==> src/rtl/serial_adder_pkg.sv <==
// Shared definitions for the bit-serial adder/subtractor: FSM encoding
// and the bit-counter width rule.
package serial_adder_pkg;

  localparam int STATE_W = 2;

  typedef enum logic [STATE_W-1:0] {
    IDLE  = 2'd0,
    SHIFT = 2'd1,
    DONE  = 2'd2
  } state_t;

  // Counter must reach WIDTH, so it needs ceil(log2(WIDTH+1)) bits.
  function automatic int cnt_width(input int width);
    return $clog2(width + 1);
  endfunction

endpackage

==> src/rtl/serial_adder_full_adder.sv <==
// One-bit full adder assembled from two half adders and an OR gate.

module halfadder (
  input  logic a,
  input  logic b,
  output logic s,
  output logic c
);
  assign s = a ^ b;
  assign c = a & b;
endmodule

module full_adder (
  input  logic a,
  input  logic b,
  input  logic cin,
  output logic s,
  output logic cout
);
  logic s1;
  logic c1;
  logic c2;

  halfadder u_ha0 (.a(a),  .b(b),   .s(s1), .c(c1));
  halfadder u_ha1 (.a(s1), .b(cin), .s(s),  .c(c2));

  assign cout = c1 | c2;
endmodule

==> src/rtl/serial_adder.sv <==
// Bit-serial adder/subtractor. Operands are captured on start, then one
// bit per clock runs through a single full-adder cell, LSB first. The
// result shifts into s from the MSB side, so after WIDTH edges s holds
// the full word. Subtraction is a + ~b + 1 (carry preset to 1).
// Handshake: start is sampled only in IDLE; busy is high in SHIFT;
// done is a one-cycle pulse with s/c/ovf valid in the same cycle, and
// those outputs hold until the next operation's first SHIFT edge.
module serial_adder
  import serial_adder_pkg::*;
#(
  parameter int WIDTH = 8
) (
  input  logic               clk,
  input  logic               rst,
  input  logic               start,
  input  logic               sub,
  input  logic [WIDTH-1:0]   a,
  input  logic [WIDTH-1:0]   b,
  output logic               busy,
  output logic               done,
  output logic [WIDTH-1:0]   s,
  output logic               c,
  output logic               ovf,
  output logic [STATE_W-1:0] dbg_state
);

  localparam int CW = cnt_width(WIDTH);

  state_t         state;
  state_t         state_nxt;
  logic [WIDTH-1:0] op_a;
  logic [WIDTH-1:0] op_b;
  logic           carry;
  logic [CW-1:0]  cnt;
  logic           fa_sum;
  logic           fa_cout;
  logic           last_bit;

  full_adder u_fa (
    .a    (op_a[0]),
    .b    (op_b[0]),
    .cin  (carry),
    .s    (fa_sum),
    .cout (fa_cout)
  );

  assign last_bit  = (cnt == CW'(WIDTH - 1));
  assign busy      = (state == SHIFT);
  assign done      = (state == DONE);
  assign dbg_state = state;

  // State register.
  always_ff @(posedge clk or posedge rst) begin
    if (rst) state <= IDLE;
    else     state <= state_nxt;
  end

  // Next-state decode: IDLE waits for start, SHIFT runs WIDTH bits, DONE lasts one cycle.
  always_comb begin
    state_nxt = state;
    case (state)
      IDLE:    if (start) state_nxt = SHIFT;
      SHIFT:   if (last_bit) state_nxt = DONE;
      DONE:    state_nxt = IDLE;
      default: state_nxt = IDLE;
    endcase
  end

  // Datapath: operand capture in IDLE, one full-adder step per SHIFT edge.
  always_ff @(posedge clk or posedge rst) begin
    if (rst) begin
      op_a  <= '0;
      op_b  <= '0;
      carry <= 1'b0;
      cnt   <= '0;
      s     <= '0;
      c     <= 1'b0;
      ovf   <= 1'b0;
    end else begin
      case (state)
        IDLE: begin
          if (start) begin
            op_a  <= a;
            op_b  <= sub ? ~b : b;
            carry <= sub;
            cnt   <= '0;
          end
        end
        SHIFT: begin
          op_a  <= op_a >> 1;
          op_b  <= op_b >> 1;
          s     <= {fa_sum, s[WIDTH-1:1]};
          carry <= fa_cout;
          cnt   <= cnt + CW'(1);
          // On the MSB step the incoming carry is the carry into the MSB.
          if (last_bit) begin
            c   <= fa_cout;
            ovf <= carry ^ fa_cout;
          end
        end
        default: ;
      endcase
    end
  end

endmodule
==> config.mk <==
export PLATFORM = sky130hd
export DESIGN_NAME = serial_adder
export DESIGN_NICKNAME = d
export VERILOG_FILES = /design/src/rtl/serial_adder_pkg.sv /design/src/rtl/serial_adder_full_adder.sv /design/src/rtl/serial_adder.sv
export SDC_FILE = /design/constraint.sdc
export NUM_CORES = 1
export LEC_CHECK = 0
export ABC_AREA = 1
export BUFFER_PORTS_ARGS = -buffer_cell sky130_fd_sc_hd__buf_2
export CORE_MARGIN = 2
export CORE_UTILIZATION = 40
export CTS_BUF_LIST = sky130_fd_sc_hd__clkbuf_4 sky130_fd_sc_hd__clkbuf_8
export DETAILED_ROUTE_END_ITERATION = 8
export GPL_TIMING_DRIVEN = 1
export PLACE_DENSITY = 0.64
export SETUP_SLACK_MARGIN = 0.4
export SKIP_LAST_GASP = 1
export SLEW_MARGIN = 20
export SYNTH_ARGS = -nofsm -noshare
export SYNTH_HDL_FRONTEND = slang
export SYNTH_SLANG_ARGS = --single-unit
==> constraint.sdc <==
create_clock -name clk -period 1.2 [get_ports clk]
set_input_delay 0.06 -clock clk [delete_from_list [all_inputs] [get_ports clk]]
set_output_delay 0.06 -clock clk [all_outputs]
set_load 0.02 [all_outputs]
* Yosys cells after proc, flatten, opt, wreduce, memory -nomap -nowiden
Index checks and enable logic that the tools add are counted.
Storage, ports and cells: memories 0, bits in writable memories 0, word-level logic and storage cells 38, bits in registers 33, latch bits 0, output and inout bits 14, ROM bits 0, input port bits 20
Operators by class: eq/ne operators 5, div/mod/pow operators 0, shift operators 0, magnitude comparators 0, add/subtract/negate cells 1, multipliers 0, bitwise gates (word level) 7, multiplexer cells 12, reduce and logical (&&, ||, !) cells 5
Operator list (number):
- $pmux 8 s2 | 2
- $mux 8 | 3
- $not 8->8 | 1
- $pmux 4 s2 | 1
- $reduce_and 2->1 | 3
- $add 4x1->4 const B | 1
- $eq 4x3->1 const B | 1
- $mux 2 | 2
- $mux 4 | 1
- $pmux 2 s2 | 1
- $xor 1x1->1 | 3
- $and 1x1->1 | 2
- $eq 2x1->1 const B | 1
- $eq 2x2->1 const B | 1
- $logic_not 2->1 | 1
- $ne 2x1->1 const B | 1
- $ne 2x2->1 const B | 1
- $pmux 1 s2 | 1
- $reduce_bool 2->1 | 1
- $mux 1 | 1
- $or 1x1->1 | 1

* Depth between registers and ports, before layout
depth after elaboration 4, mapped depth 6, depth with buffers taken out 6

* Cells and area by module
Synthesis repeated with hierarchy kept, for this count alone.
Unflattened totals: cell total of the unflattened synthesis 204, area, all modules 1629.1 µm²
Modules (own cells, without submodules):
- serial_adder | area an instance 1592.8 µm², seq. area each 825.8 µm², times used 1, cells each 199
- halfadder | area an instance 12.5 µm², seq. area each 0.0 µm², times used 2, cells each 1
- full_adder | area an instance 11.3 µm², seq. area each 0.0 µm², times used 1, cells each 3

* Worst setup path after synthesis
Ideal clock, no wire load.
path kind flip-flop to flip-flop, from register carry, to register ovf, data arrival time 1109 ps, clock period less this slack 1225 ps, path buffers 0, cell stages (with the launch flop) 5, setup time 116 ps, slack -25 ps, cell sequence dfrtp_1 fa_1 xor2_1 nand2_1 nand2_1
On the way: word-level cells in the longest chain between the ends 3
Ends and longest elaborated chain:
- start, declared | line serial_adder.sv:33 | logic carry;
- start signal, assigned | line serial_adder.sv:85 | carry <= sub;
- start signal, assigned | line serial_adder.sv:93 | carry <= fa_cout;
- $and 1x1->1 | line serial_adder_full_adder.sv:10 | assign c = a & b;
- $or 1x1->1 | line serial_adder_full_adder.sv:27 | assign cout = c1 | c2;
- via fa_cout | line serial_adder.sv:36 | logic fa_cout;
- $xor 1x1->1 | line serial_adder.sv:98 | ovf <= carry ^ fa_cout;
- end signal, assigned | line serial_adder.sv:98
- end, declared | line serial_adder.sv:23 | output logic ovf,
The timed path passes the listed nets, and every way through them passes these cells. A chain may end at the register's enable or synchronous reset.

* Worst setup path in the final report
from register op_a[0], to register ovf
On the way: word-level cells in the longest chain between the ends 4, elaborated cells between the ends (all ways) 5
Ends and longest elaborated chain:
- start, declared | line serial_adder.sv:31 | logic [WIDTH-1:0] op_a;
- start signal, assigned | line serial_adder.sv:90 | op_a <= op_a >> 1;
- $xor 1x1->1 | line serial_adder_full_adder.sv:9 | assign s = a ^ b;
- $and 1x1->1 | line serial_adder_full_adder.sv:10
- $or 1x1->1 (*) | line serial_adder_full_adder.sv:27
- via fa_cout | line serial_adder.sv:36
- $xor 1x1->1 (*) | line serial_adder.sv:98
The timed path passes the listed nets; every way through them passes the cells marked *.

==> flow_metrics.py <==
metrics = {
    "drt": {
        "route.antenna.remaining_nets": 0,
        "route.detailed.drc": 0,
        "drt-pass1-iter-count": 4,
        "drt_iter0_markers": 88,
        "vias": 1678,
        "wl_per_cell_um": 16.4,
        "wl_um": 5340,
        "vias_per_cell": 5.16,
    },
    "worst_hold_path": {
        "worstHoldPathType": "in -> reg",
        "min-delay-start": "a[2]",
        "holdPathEnd": "op_a[2]",
        "hold_depth": 3,
    },
    "global_routing": {
        "grt_usage_pct": 22.5,
        "grt_pass1_vias": 1494,
        "grt_pass1_wl_um": 7320,
        "overflow": 0,
        "grt_max_degree": 34,
        "antenna_found_initial": 0,
    },
    "setup_path": {
        "required_ps": 1370,
        "setup.reg_to_reg.worst_slack_ps": -40,
        "r2r_cells": 4,
        "path_class": "reg -> reg",
        "r2r_start": "op_a[0]",
        "r2r-end": "ovf",
        "critical_path_arrival_ps": 1410,
        "critPathMaxFanout": 3,
        "worst_setup_path_end_kind": "register",
        "crit_path_start_kind": "register",
    },
    "synthesis": {
        "yosysTopAreaCellShare_pct": 51.2,
        "ys_types": 19,
        "yosys.area.top_type": "dfrtp_1",
        "syn_area_per_cell_um2": 8.06,
        "ys_top_cells_by_area": "dfrtp_1, nand2_1, nand3_1, buf_6, inv_1",
        "syn_inst": 200,
        "synth-seq-area-share_pct": 51.2,
        "yosys_warnings": 0,
        "syn-num-nets": 222,
        "ys_seq_elements": 33,
        "synth_area_um2": 1610,
    },
    "sta": {
        "layout_setup_ws_ps": -36.9,
        "fin_crit_sh_pct": 103,
        "slew_headroom_pct": 78.7,
        "fin_crit_ps": 1240,
        "rsz0062_at_grt": "yes",
        "fmaxAchievable_mhz": 808,
        "worst_pin_slew_ps": 319,
        "fin_skew_ps": 5.27,
        "maxSlewViolCount": 0,
        "setup_viol": 1,
        "hold_viol_final": 0,
    },
    "floorplanning": {
        "die_y_um": 67.5,
        "pin_count": 34,
        "fp.dieW_um": 67.5,
        "start_util_pct": 40.9,
        "coreArea_um2": 3940,
        "die_area_um2": 4560,
        "rows": 23,
    },
    "final_layout": {
        "mostFrequentLayoutCells": "nand2_1, dfrtp_1, nand3_2",
        "multi_input_area_um2": 1050,
        "syn2layout_area_growth_pct": 82.0,
        "diodes": 0,
        "register_area_um2": 828,
        "final_common_cell": "nand2_1",
        "fin_cells": 325,
        "n_fill_cell": 280,
        "final_layout_size_suffix_gt1_share_pct": 58.5,
        "finalInstanceArea_um2": 2940,
        "layout.nets": 297,
    },
    "placement": {
        "place_area_um2": 1980,
        "gp_congestion": 0.744,
        "place_inst": 282,
        "io_buffers": 33,
        "hpwlAfterDp_um": 2340,
    },
    "run": {
        "drv_cap": 0,
    },
    "clock_tree": {
        "clkSinkCount": 33,
        "clk_pin_slew_ps": 70,
        "numCtsBuffers": 5,
        "htree_levels": 2,
        "cts_root_buf": "clkbuf_8",
        "clock_latency_ps": 290,
        "cts_tree": "done",
        "clockBufferDepth": 2,
    },
    "run_status": {
        "violations": "negative setup slack",
        "status": "complete, but fails checks",
    },
    "pwr": {
        "irDropWorstVdd_uv": 1050,
        "power_leakage_nw": 1.51,
        "p_per_area_nw_per_um2": 2460,
    },
}
-- power by group --
part	leakage (nW)	total (mW)	switching, mW	internal, mW
registers	0.424	2.02	0.448	1.57
logic	1.04	4.34	2.17	2.16
clock network	0.0477	0.880	0.402	0.478
-- worst max path at each step --
| stage | end | cells past startpoint | from | slack, ps |
|---|---|---|---|---|
| 2_1_floorplan | ovf | 4 | op_a[0] | 60 |
| 3_3_place_gp | ovf | 4 | op_a[0] | 40 |
| 3_5_place_dp | ovf | 4 | op_a[0] | 10 |
| 4_1_cts | ovf | 4 | op_b[0] | 9 |
| 5_1_grt | ovf | 4 | op_a[0] | -70 |
| 6_report | ovf | 4 | op_a[0] | -40 |
-- sequential cells by signal (all words and copies together), names as in the netlist --
register,flops
c,1
carry,1
cnt,4
dbg_state,2
op_a,8
op_b,8
ovf,1
s,8
-- kinds of logic after synthesis --
family | share of synthesized area (%)
DFF | 51.2
adders and majority gates | 2.02
AOI/OAI and AO/OA | 1.86
xor gates and xnor gates | 1.09
and+or+nand+nor | 35.0
buffers and inverters | 8.84
-- through the flow --
step | power [mW] | worst slack [ps] | hold WS [ps] | utilization (%) | setup TNS, ps
after floorplan | 3.60 | 62.5 | 170 | - | 0
final | 7.23 | -36.9 | 14.1 | 74.5 | -36.9
after CTS | 6.26 | 9.20 | 7.14 | 66.0 | 0
after global placement | 4.07 | 43.2 | 173 | 50.3 | 0
after global routing | 7.56 | -71.4 | 10.6 | 74.5 | -176
after detailed placement | 4.13 | 11.2 | 173 | 50.3 | 0
-- critical path, cell delays in order, from the launching register on --
cell,delay (ps)
dfrtp_1,410
fa_2,430
xor2_1,160
nand2_1,60
nand2_1,60
-- Yosys cell counts --
| cell | count |
|---|---|
| xnor2_1 | 1 |
| nand2_4 | 1 |
| nand2_1 | 87 |
| fa_1 | 1 |
| inv_1 | 11 |
| ha_1 | 1 |
| buf_4 | 1 |
| inv_2 | 2 |
| buf_6 | 6 |
| inv_6 | 1 |
| o21ai_1 | 1 |
| xor2_1 | 1 |
| nor2_1 | 5 |
| buf_2 | 2 |
| o21ai_0 | 5 |
| nand2_2 | 1 |
| nand4_1 | 1 |
| nand3_1 | 39 |
| dfrtp_1 | 33 |
-- cell type report --
type	instances	area share, %
repair buffers	76	27.9
multi-input cells	144	35.9
flip-flops and latches	33	28.2
inverters	14	2.39
clock buffers	7	3.07
well taps	50	2.13
repair inverters	1	0.384
-- metal layers --
layer | track usage [%] | up-vias | wire length, µm
met1 | 28.8 | 821 | 2160
met5 | 0 | - | 0
li1 | - | 783 | -
met4 | 12.0 | 0 | 184
met2 | 36.5 | 55 | 2800
met3 | 3.50 | 19 | 199
-- what timing repair did --
| item | in CTS | in global routing |
|---|---|---|
| setup endpoints to repair | 47 | 80 |
| gates cloned | 6 | 2 |
| gates resized for setup | 59 | 61 |
| pin swaps | 12 | 21 |
| buffers inserted | 16 | 4 |
| hold buffers | 8 | 0 |
| hold endpoints to repair | 40 | 0 |
(Power assumes the default switching activity.)
